--- src/rtl/dac_scheduler.sv ---
// ---------------------------------------------------------------------------
// dac_scheduler
//   Round-robin scheduler for a 4-channel SPI DAC. Grants one channel
//   request at a time, latches the frame fields and starts the SPI
//   serializer. It then follows tx_busy through one frame. A DAC clear
//   request preempts pending sample requests at the next idle point.
//
// Ports
//   clk       in   system clock, rising edge
//   rst       in   asynchronous active-high reset
//   req[3:0]  in   per-channel sample request
//   data[47:0]in   channel n sample in data[12n+11:12n]
//   ack[3:0]  out  one-cycle grant pulse to the selected channel
//   clr_req   in   DAC clear request
//   tx_start  out  one-cycle start pulse to the serializer
//   tx_busy   in   serializer busy
//   tx_cmd/tx_addr/tx_data  out  frame fields, stable for the whole frame
//   dac_clr   out  DAC clear pulse, CLR_CYCLES wide
//   err       out  sticky serializer-timeout flag
//
// Build option
//   DAC_SCHED_WDOG_EN : enables the 8-bit serializer watchdog. A wait
//   lasting 255 cycles sets err and forces a DAC clear. Without the macro,
//   err is tied low and the wait states never time out.
// ---------------------------------------------------------------------------
module dac_scheduler #(
   parameter logic [3:0]  CMD_WRITE  = 4'b0011,
   parameter int unsigned CLR_CYCLES = 4
) (
   input  logic        clk,
   input  logic        rst,
   input  logic [3:0]  req,
   input  logic [47:0] data,
   output logic [3:0]  ack,
   input  logic        clr_req,
   output logic        tx_start,
   input  logic        tx_busy,
   output logic [3:0]  tx_cmd,
   output logic [3:0]  tx_addr,
   output logic [11:0] tx_data,
   output logic        dac_clr,
   output logic        err
);

   localparam logic [2:0] S_IDLE    = 3'd0;
   localparam logic [2:0] S_START   = 3'd1;
   localparam logic [2:0] S_WAIT_HI = 3'd2;
   localparam logic [2:0] S_WAIT_LO = 3'd3;
   localparam logic [2:0] S_CLR     = 3'd4;

   localparam logic [3:0] CLR_LAST = 4'(CLR_CYCLES);

   logic [2:0]  state_r;
   logic [1:0]  last_grant_r;
   logic        pend_clr_r;
   logic [3:0]  clr_cnt_r;
   logic [3:0]  ack_r;
   logic        tx_start_r;
   logic        dac_clr_r;
   logic [3:0]  tx_cmd_r;
   logic [3:0]  tx_addr_r;
   logic [11:0] tx_data_r;

   logic [1:0]  cand_s;
   logic [1:0]  grant_chan_s;
   logic        grant_vld_s;
   logic [11:0] grant_data_s;
   logic        wdog_hit_s;

   // Round-robin pick: scan from last_grant+1 upward. Iterating downward
   // lets the nearest requesting channel overwrite farther ones.
   always_comb begin
      cand_s       = 2'b00;
      grant_vld_s  = 1'b0;
      grant_chan_s = last_grant_r;
      for (int i = 4; i >= 1; i--) begin
         cand_s = last_grant_r + 2'(i);
         if (req[cand_s]) begin
            grant_vld_s  = 1'b1;
            grant_chan_s = cand_s;
         end else begin
            grant_vld_s  = grant_vld_s;
         end
      end
   end

   // Sample mux for the selected channel
   always_comb begin
      grant_data_s = 12'h000;
      case (grant_chan_s)
         2'd0:    grant_data_s = data[11:0];
         2'd1:    grant_data_s = data[23:12];
         2'd2:    grant_data_s = data[35:24];
         2'd3:    grant_data_s = data[47:36];
         default: grant_data_s = 12'h000;
      endcase
   end

`ifdef DAC_SCHED_WDOG_EN
   logic [7:0] wdog_r;
   logic       err_r;

   // The timeout fires on the 255th consecutive wait cycle of one frame
   assign wdog_hit_s = (wdog_r == 8'd254);
   assign err        = err_r;

   // Watchdog counter: runs only while waiting on the serializer; err is sticky
   always_ff @(posedge clk or posedge rst) begin
      if (rst) begin
         wdog_r <= 8'd0;
         err_r  <= 1'b0;
      end else if ((state_r == S_WAIT_HI) || (state_r == S_WAIT_LO)) begin
         wdog_r <= wdog_r + 8'd1;
         if (wdog_hit_s) begin
            err_r <= 1'b1;
         end else begin
            err_r <= err_r;
         end
      end else begin
         wdog_r <= 8'd0;
         err_r  <= err_r;
      end
   end
`else
   assign wdog_hit_s = 1'b0;
   assign err        = 1'b0;
`endif

   // Main scheduler FSM with registered outputs
   always_ff @(posedge clk or posedge rst) begin
      if (rst) begin
         state_r      <= S_IDLE;
         last_grant_r <= 2'd3;
         pend_clr_r   <= 1'b0;
         clr_cnt_r    <= 4'd0;
         ack_r        <= 4'b0000;
         tx_start_r   <= 1'b0;
         dac_clr_r    <= 1'b0;
         tx_cmd_r     <= 4'h0;
         tx_addr_r    <= 4'h0;
         tx_data_r    <= 12'h000;
      end else begin
         ack_r      <= 4'b0000;
         tx_start_r <= 1'b0;
         // Clear requests seen outside IDLE wait here until the next IDLE
         if (clr_req) begin
            pend_clr_r <= 1'b1;
         end else begin
            pend_clr_r <= pend_clr_r;
         end
         case (state_r)
            S_IDLE: begin
               if (clr_req || pend_clr_r) begin
                  state_r    <= S_CLR;
                  dac_clr_r  <= 1'b1;
                  clr_cnt_r  <= 4'd1;
                  pend_clr_r <= 1'b0;
               end else if (grant_vld_s) begin
                  ack_r        <= 4'b0001 << grant_chan_s;
                  tx_data_r    <= grant_data_s;
                  tx_addr_r    <= {2'b00, grant_chan_s};
                  tx_cmd_r     <= CMD_WRITE;
                  last_grant_r <= grant_chan_s;
                  state_r      <= S_START;
               end else begin
                  state_r <= S_IDLE;
               end
            end
            S_START: begin
               tx_start_r <= 1'b1;
               state_r    <= S_WAIT_HI;
            end
            S_WAIT_HI: begin
               if (wdog_hit_s) begin
                  state_r   <= S_CLR;
                  dac_clr_r <= 1'b1;
                  clr_cnt_r <= 4'd1;
               end else if (tx_busy) begin
                  state_r <= S_WAIT_LO;
               end else begin
                  state_r <= S_WAIT_HI;
               end
            end
            S_WAIT_LO: begin
               if (wdog_hit_s) begin
                  state_r   <= S_CLR;
                  dac_clr_r <= 1'b1;
                  clr_cnt_r <= 4'd1;
               end else if (!tx_busy) begin
                  state_r <= S_IDLE;
               end else begin
                  state_r <= S_WAIT_LO;
               end
            end
            S_CLR: begin
               // clr_cnt_r counts cycles dac_clr has already been high
               if (clr_cnt_r >= CLR_LAST) begin
                  dac_clr_r <= 1'b0;
                  state_r   <= S_IDLE;
               end else begin
                  clr_cnt_r <= clr_cnt_r + 4'd1;
               end
            end
            default: begin
               state_r   <= S_IDLE;
               dac_clr_r <= 1'b0;
            end
         endcase
      end
   end

   assign ack      = ack_r;
   assign tx_start = tx_start_r;
   assign dac_clr  = dac_clr_r;
   assign tx_cmd   = tx_cmd_r;
   assign tx_addr  = tx_addr_r;
   assign tx_data  = tx_data_r;

endmodule

--- config.mk ---
export PLATFORM = sky130hd
export DESIGN_NAME = dac_scheduler
export DESIGN_NICKNAME = d
export VERILOG_FILES = /design/src/rtl/dac_scheduler.sv
export SDC_FILE = /design/constraint.sdc
export NUM_CORES = 1
export LEC_CHECK = 0
export CAP_MARGIN = 20
export CORE_MARGIN = 2
export CORE_UTILIZATION = 41
export DETAILED_ROUTE_END_ITERATION = 7
export HOLD_SLACK_MARGIN = 0.15
export PLACE_DENSITY_LB_ADDON = 0.25
export SETUP_SLACK_MARGIN = 0.05
export SLEW_MARGIN = 20
export SYNTH_ARGS = -nofsm -noshare
export SYNTH_HDL_FRONTEND = slang
export SYNTH_SLANG_ARGS = --single-unit
--- constraint.sdc ---
create_clock -name clk -period 2.3 [get_ports clk]
set_clock_uncertainty 0.05 [all_clocks]
set_input_delay 0.46 -clock clk [delete_from_list [all_inputs] [get_ports clk]]
set_output_delay 0.46 -clock clk [all_outputs]
set_load 0.005 [all_outputs]
Yosys cells after proc, flatten, opt, wreduce, memory -nomap -nowiden
Cells that the tools add are included.

storage, ports and cells
  output and inout bits = 27
  word-level logic and storage cells = 75
  register bits = 31

cells by class
  mux-type cells = 35
  reductions and logical operators = 8
  bitwise operators = 2
  shift operators = 1
  eq/ne operators = 10
  magnitude comparators = 5
  $add $sub $neg = 4

operators with widths
  operator                                                           count
  one-hot mux 12 bit (4 select lines)                                1
  2-to-1 mux 4 bit                                                   5
  2-to-1 mux 1 bit                                                   16
  one-hot mux 3 bit (5 select lines)                                 1
  < comparator 2 x 3 -> 1 bit, second input constant                 4
  AND reduction 3 bit                                                3
  binary-select mux 1 bit (select 2 bit)                             4
  2-to-1 mux 2 bit                                                   4
  one-hot mux 4 bit (2 select lines)                                 1
  == test 3 x 2 -> 1 bit, second input constant                      2
  2-to-1 mux 3 bit                                                   2
  != test 2 bit, second input constant                               3
  adder 2 bit, second input constant                                 2
  adder 4 x 1 -> 4 bit, second input constant                        1
  == test 2 bit, second input constant                               2
  greater-or-equal comparator 4 x 3 -> 1 bit, second input constant  1
  left shift 1 x 2 -> 4 bit, first input constant                    1
  == test 3 x 1 -> 1 bit, second input constant                      1
  == test 3 bit, second input constant                               1
  logical NOT 3 bit                                                  1
  one-hot mux 1 bit (3 select lines)                                 1
  OR reduction 3 bit                                                 1
  adder 2 x 1 -> 2 bit, second input constant                        1
  == test 2 x 1 -> 1 bit, second input constant                      1
  4 further kinds                                                    5

Logic depth before layout (Yosys ltp)
Gate-level depths: netlist (run 1).

  depth in word-level cells = 10
  mapped depth = 7
  mapped depth without buffers = 5

Least setup slack after synthesis (run 1)
OpenSTA, ideal clock, no wires.

  kind = input to register
  start = input port req[1]
  end = register tx_data_r[11] (netlist: tx_data[11])
  stages = 7
  data arrival time = 1.692 ns
  path slack = 0.428 ns
  cell sequence = nor2b_1 -> o21a_1 -> or3_1 -> buf_2 -> buf_6 -> a221oi_2 -> a211oi_1

between the ends
  cells in the longest elaborated chain, start to end = 7
  elaborated cells between the ends (all ways) = 21
  those cells by class = eq/ne: 3; mux: 16; reduce/logical: 2

RTL lines
  element                                                                            line  source
  from (decl)                                                                        32    input logic [3:0] req,
  binary-select mux 1 bit (select 2 bit)                                             78    if (req[cand_s]) begin
  2-to-1 mux 1 bit (not written as such)                                             78
  2-to-1 mux 2 bit / 2-to-1 mux 1 bit (equally long branches) (3 in a row)           78
  == test 2 bit, or another cell as far along                                        90    case (grant_chan_s)
  one-hot mux 12 bit (4 select lines) / AND reduction 3 bit (equally long branches)  --
  to (signal assigned)                                                               160   tx_data_r <= grant_data_s;
  to (decl)                                                                          62    logic [11:0] tx_data_r;

Several ways; a longest one is shown, not always the timed one. The select of a mux whose other input is x is not followed.
A chain may end at the register's enable or synchronous reset.

Final worst setup path (run 1)
  start = input port req[3]
  end = register tx_data_r[1] (netlist: tx_data[1])

Same word-level chain as after synthesis.

==> out/qor.txt, run 1 <==
Starting Density - 43.1%
Largest net degree at the start of global routing - 32
Cells after Synth - 168
Synth Flop Type - dfrtp_1
Die X - 69.3 um
P_leak - 1.16 nW
PwrDens - 1010 nW/um2
HPWL reported at the end of detailed placement - 3350 um
Non-filler cells, final - 307
Reg2reg path depth - 5
Nets - 313
Post-Synth XOR/XNOR Area - 0%
Final period utilization - 93.5%
CP cell instances - clkdlybuf4s50_1 -> nor2b_1 -> o21a_1 -> or3_1 -> buf_4 -> a221oi_1 -> a211oi_1
Final setup fails - 0
Largest family of logic cells by synthesized area - compound AO/OA/AOI/OAI gates
Fmax - 465 MHz
Share of cells above drive strength 1 - 16.7%
Slowest stage delay, CP - 470 ps
Met2 WL - 2120 um
Critical Path RT - 2400 ps
Core region area - 4060 um2
Worst path slowest cell - clkdlybuf4s50_1
Fin. Hold Viols - 0
Share of synthesized registers carrying an async set or reset - 100%
# DRC - 0
Root Driver - clkbuf_8
FF-to-FF Start - state_r[2]
R2R Setup Slk - 270 ps
Simple-gate share of the synthesized area - 19.5%
Area contributors post-synth - dfrtp_1 (42%), mux2i_1 (7.4%), a221oi_2 (6.9%)
Critical Path AT - 2250 ps
Final instance area - 2710 um2
Dpl cells - 299
Number of flops mapped to enable cells by yosys - 0
Initial antenna violation count - 0
Clock Path Buffers - 2
Diode count - 0
WHS Path Cells - 1
Synth warn - 0
Crit path time final - 2150 ps
Slew Viols, Final - 0
Clock Sinks - 31
Hold crit path type - flip-flop to flip-flop
Fin util - 66.9%
Setup CP Type - input port to flip-flop
Hold path start - dac_clr
Crit end category - flip-flop
Post-synth top area cell - dfrtp_1
Area share of the largest cell type after synthesis - 41.5%
I/O Buffers - 77
Filler cell count - 306
Htree depth - 2
Max-cap violations - 0
Die Ht - 69.3 um
Global-route wire length before repair - 7600 um
Synth Register Bits - 31
Peak VDD IR - 0.000428 V
Yosys cell types - 36
Design Power - 2.73 mW
Num CTS Buffers - 5
Startpoint types - input port
Met3 wire length - 301 um
Max_slew headroom - 59.3%
Post-CTS setup buffer count - 0
Gr usage total - 19.9%
FF-to-FF End - tx_data[1]
Antenna Nets Post-Route - 0
Reg clk slew, reported paths - 70 ps
Crit path max fanout - 6
Unrepaired setup endpoints after global routing - no
Die area - 4800 um2
Routed Wire Length - 4390 um
Total congestion overflow - 0
I/O Pins - 83
Worst slew pin tran - 608 ps
Routed vias/inst - 5.16
Drt first pass iters - 4
DR iter-0 viols - 96
Placed cell area - 2620 um2
Cell Area, Synth - 1750 um2
Hold EP - dac_clr
Status - finished clean
Max Used Layer - met4
Post-Synth Adder-Cell Area - 0.716%
Compound-cell area share of the yosys netlist - 20.1%
Total number of vias - 1,583
Area grow syn2layout - 55.3%
TritonCTS clock tree - built
Sequential area share after synthesis - 44.5%
Multiplexer area fraction after synthesis - 7.44%
Wl on met1 - 1900 um
Syn_area_per_cell - 10.4 um2
Cell Rows - 23
Final Wtd Congestion - 0.803
Clk Latency, worst-skew pair - 290 ps
WL per Instance - 14.3 um
Vias in the first global route - 1,603
how the worst max path moves through the flow:
stage,startpoint,cells after the start,to
after floorplan,req[1],7,tx_data[11]
after global placement,req[1],7,tx_data[1]
after detailed placement,req[1],6,tx_data[8]
after CTS,req[1],6,tx_data[3]
after global routing,req[1],7,tx_data[1]
final,req[3],7,tx_data[1]
cells in the final DEF (no fill, tap or decap), drive strengths merged:
cell / n
ha: 1
buf: 16
or3: 2
a41oi: 1
a221oi: 12
nor3b: 2
o211ai: 1
nand2: 2
nor3: 4
and3: 2
mux2i: 13
and2: 2
clkdlybuf4s50: 77
or2: 2
nand2b: 3
dfrtp: 29
o21a: 1
a21oi: 5
a211oi: 12
clkbuf: 5
nand4: 1
nor2: 26
o21ai: 6
a21o: 1
inv: 5
a31oi: 1
conb: 5
nor4: 1
dfstp: 2
clkinv: 3
nor2b: 14
routing by layer:
layer / vias to the layer above / global-route usage [%]
met3: 9 / 5.96
met2: 62 / 31.4
met4: 0 / 9.37
met5: - / 0
met1: 743 / 24.9
li1: 769 / -
power by group:
part / internal, mW / leakage, nW / switching, mW
logic: 0.764 / 0.739 / 0.649
registers: 0.772 / 0.369 / 0.138
clock network: 0.206 / 0.0477 / 0.203
total: 1.74 / 1.16 / 0.990
timing repair:
item                       in CTS  in global routing
setup endpoints to repair       0                 12
hold endpoints to repair        0                  0
resized for setup               0                  3
hold buffers                    0                  0
worst max-delay path: cells and delay by family:
kind / cells / cell delay [ps]
and+or+nand+nor: 2 / 510
AOI/OAI and AO/OA: 3 / 610
buffers and inverters: 2 / 650
Yosys cell counts, types with 2 or more instances:
cell,n
buf_6,3
a221oi_2,8
inv_1,5
nor2_1,26
nor3_4,2
dfrtp_1,29
a21oi_1,5
dfstp_2,2
clkbuf_1,2
mux2i_1,13
and2_1,2
nor2b_1,14
a211oi_1,12
o21ai_0,5
buf_4,6
nor3_1,2
or2_2,2
buf_2,5
nand2_1,2
and3_1,2
a221oi_1,4
nand2b_1,3
stage by stage:
stage               hold WS (ps)  setup TNS (ps)  setup slack, ps
floorplan                    424               0              428
global placement             418            -595            -57.6
detailed placement           419           -1530             -158
CTS                          434               0              137
global route                 443               0             64.5
finish                       428               0              149
final cells by class:
cell class	instances	area, um2	area share, %
multi-input combinational	120	867	32.0
clock inverter	3	15.0	0.553
clock buffer	5	68.8	2.54
tap	50	62.6	2.31
sequential	31	778	28.7
inverter	5	18.8	0.692
timing repair buffer	93	903	33.3
kinds of logic (layout without fill, tap and decap cells):
family	count (synthesis)	after routing
other cells	1	5
flops	31	31
buf+inv	21	106
mux	13	13
fa+ha+maj	1	1
compound gates	40	40
simple gates	61	61
sequential cells by signal (all words and copies together), names as in the netlist:
| signal | count |
|---|---|
| ack | 4 |
| tx_addr | 2 |
| tx_data | 12 |
| tx_cmd | 1 |
| clr_cnt_r | 4 |
| tx_start | 1 |
| last_grant_r | 2 |
| state_r | 3 |
| dac_clr | 1 |
| pend_clr_r | 1 |
(Power assumes the default switching activity.)
==> inputs of run 2 (changes only) <==
--- a/config.mk
+++ b/config.mk
@@ -9,4 +9,5 @@
 export CORE_MARGIN = 2
 export CORE_UTILIZATION = 41
+export CTS_CLUSTER_SIZE = 8
 export DETAILED_ROUTE_END_ITERATION = 7
 export HOLD_SLACK_MARGIN = 0.15
==> constraint.sdc (replaced) <==
create_clock -name clk -period 2.3 [get_ports clk]
set_clock_uncertainty 0.05 [all_clocks]
set_input_delay 0.575 -clock clk [delete_from_list [all_inputs] [get_ports clk]]
set_output_delay 0.575 -clock clk [all_outputs]
set_load 0.005 [all_outputs]
==> run 2 against run 1 <==
Net effect:
- first-iteration DRC count rose by 9.4%
- sequential share of layout area decreased by 0.67 points
- non-clock buffer count is 2 higher
==> out/qor.txt, run 2 (synthesis gave the netlist of run 1 again) <==
Hold path start - dac_clr
Setup CP Type - input port to flip-flop
Nets - 316 (+0.96%)
Antenna Nets Post-Route - 0 (unchanged)
Critical Path RT - 2400 ps (about the same)
Crit path max-delay family - compound AO/OA/AOI/OAI gates
Post-CTS setup buffer count - 0 (unchanged)
Reg2reg path depth - 5 (unchanged)
Buffer and inverter count on the worst path - 2 (unchanged)
TritonCTS clock tree - built
Cell Rows - 23 (unchanged)
Max FFs per register - 12 (unchanged)
Startpoint types - input port
WHS Path Cells - 1 (unchanged)
I/O Buffers - 77 (unchanged)
Crit end category - flip-flop
Core region area - 4060 um2 (unchanged)
WL per Instance - 14.6 um (+2.0%)
Slowest stage delay, CP - 430 ps (-40 ps)
Commonest non-fill, non-tap cell in the layout - clkdlybuf4s50_1
Final setup fails - 0 (unchanged)
FF-to-FF End - tx_data[0]
Routed vias/inst - 5.25 (+1.7%)
Crit path max fanout - 14 (+8)
Die X - 69.3 um (unchanged)
Clock Path Buffers - 2 (unchanged)
Clk Latency, worst-skew pair - 280 ps (about the same)
Final Wtd Congestion - 0.762 (-5.2%)
Root Driver - clkbuf_8
Die Ht - 69.3 um (unchanged)
Share of cells above drive strength 1 - 18.5% (+1.7 points)
Most frequent cells in the layout - clkdlybuf4s50_1 (76), dfrtp_1 (29), nor2_1 (26)
HPWL reported at the end of detailed placement - 3290 um (-1.8%)
Status - finished clean
R2R Setup Slk - 250 ps (-20 ps)
Die area - 4800 um2 (unchanged)
Starting Density - 43.1% (unchanged)
Initial antenna violation count - 0 (unchanged)
Slew Viols, Final - 0 (unchanged)
Drt first pass iters - 6 (+2)
Fin. Hold Viols - 0 (unchanged)
FF-to-FF Start - state_r[2]
Area grow syn2layout - 59.0%
Num CTS Buffers - 5 (unchanged)
Largest net degree at the start of global routing - 32 (unchanged)
Max-cap violations - 0 (unchanged)
Hold crit path type - flip-flop to flip-flop
Design Power - 2.80 mW (+2.5%)
Crit path time final - 2200 ps (+47.9 ps)
Vias in the first global route - 1,662 (+3.7%)
Global-route wire length before repair - 7470 um (-1.7%)
Htree depth - 2 (unchanged)
Reg clk slew, reported paths - 60 ps (about the same)
Final period utilization - 95.6% (+2.1 points)
Worst path slowest cell - clkdlybuf4s50_1
Clock Sinks - 31 (unchanged)
Fmax - 455 MHz (-2.2%)
Unrepaired setup endpoints after global routing - yes
# DRC - 0 (unchanged)
Hold EP - dac_clr
PwrDens - 1010 nW/um2 (about the same)
P_leak - 1.19 nW (+3.3%)
Total number of vias - 1,626 (+2.7%)
Peak VDD IR - 0.000643 V (+50%)
DR iter-0 viols - 105 (+9.4%)
Routed Wire Length - 4530 um (+3.0%)
Hold WS - 433 ps (+4.36 ps)
Gr usage total - 19.5% (-0.41 points)
Total congestion overflow - 0 (unchanged)
CP cell instances - clkdlybuf4s50_1 -> nor2b_1 -> o21a_1 -> or3_1 -> buf_6 -> a221oi_1 -> a211oi_1
Critical Path AT - 2300 ps (+50 ps)
I/O Pins - 83 (unchanged)
Diode count - 0 (unchanged)
run 2: metrics by stage:
step,utilization [%],setup slack (ps),instance area [um2],cells,TNS [ps]
after floorplan,-,313,1760,172,0
after global placement,65.2,-189,2650,301,-2200
after detailed placement,65.2,-220,2650,301,-2460
after CTS,67.3,57.1,2730,309,0
after global routing,68.5,42.0,2780,310,0
final,68.5,101,2780,310,0
run 2: what timing repair did:
| action | in CTS | in global routing |
|---|---|---|
| gates resized for setup | 0 | 9 |
| hold endpoints to repair | 0 | 0 |
| hold buffers | 0 | 0 |
| setup endpoints to repair | 0 | 12 |
run 2: final cells by class:
type | instances | area (um2)
fill | 312 | 1280
timing repair buffer | 95 | 937
multi-input combinational | 121 | 897
sequential | 31 | 778
clock buffer | 6 | 72.6
tap | 50 | 62.6
inverter | 5 | 18.8
clock inverter | 2 | 12.5
run 2: how the worst max path moves through the flow:
| stage | start | end | cells after the start | slack [ps] |
|---|---|---|---|---|
| after detailed placement | req[1] | tx_data[2] | 7 | -220 |
| final | req[1] | tx_data[0] | 7 | 100 |
| after CTS | req[3] | tx_data[1] | 7 | 60 |
| after global routing | req[1] | tx_data[0] | 7 | 40 |
| after floorplan | req[1] | tx_data[11] | 7 | 310 |
| after global placement | req[1] | tx_data[2] | 7 | -190 |
run 2: layer usage:
| layer | up-vias | wire length [um] | GRT usage [%] |
|---|---|---|---|
| li1 | 777 | - | - |
| met1 | 777 | 1930 | 23.8 |
| met2 | 66 | 2230 | 32.4 |
| met3 | 6 | 288 | 5.38 |
| met4 | 0 | 74 | 7.84 |
| met5 | - | 0 | 0 |
run 2: where the power goes:
group / leakage (nW) / switching (mW) / internal (mW) / total (mW)
Combinational: 0.784 / 0.674 / 0.792 / 1.47
Clock: 0.0412 / 0.203 / 0.211 / 0.414
Sequential: 0.369 / 0.148 / 0.772 / 0.920
Total: 1.19 / 1.02 / 1.77 / 2.80
==> inputs of run 3 (changes only) <==
Settings changed: CTS_CLUSTER_SIZE 8 to default.
==> results of run 3 <==
Same layout as run 2: the final DEF is identical, and so are final timing and power.
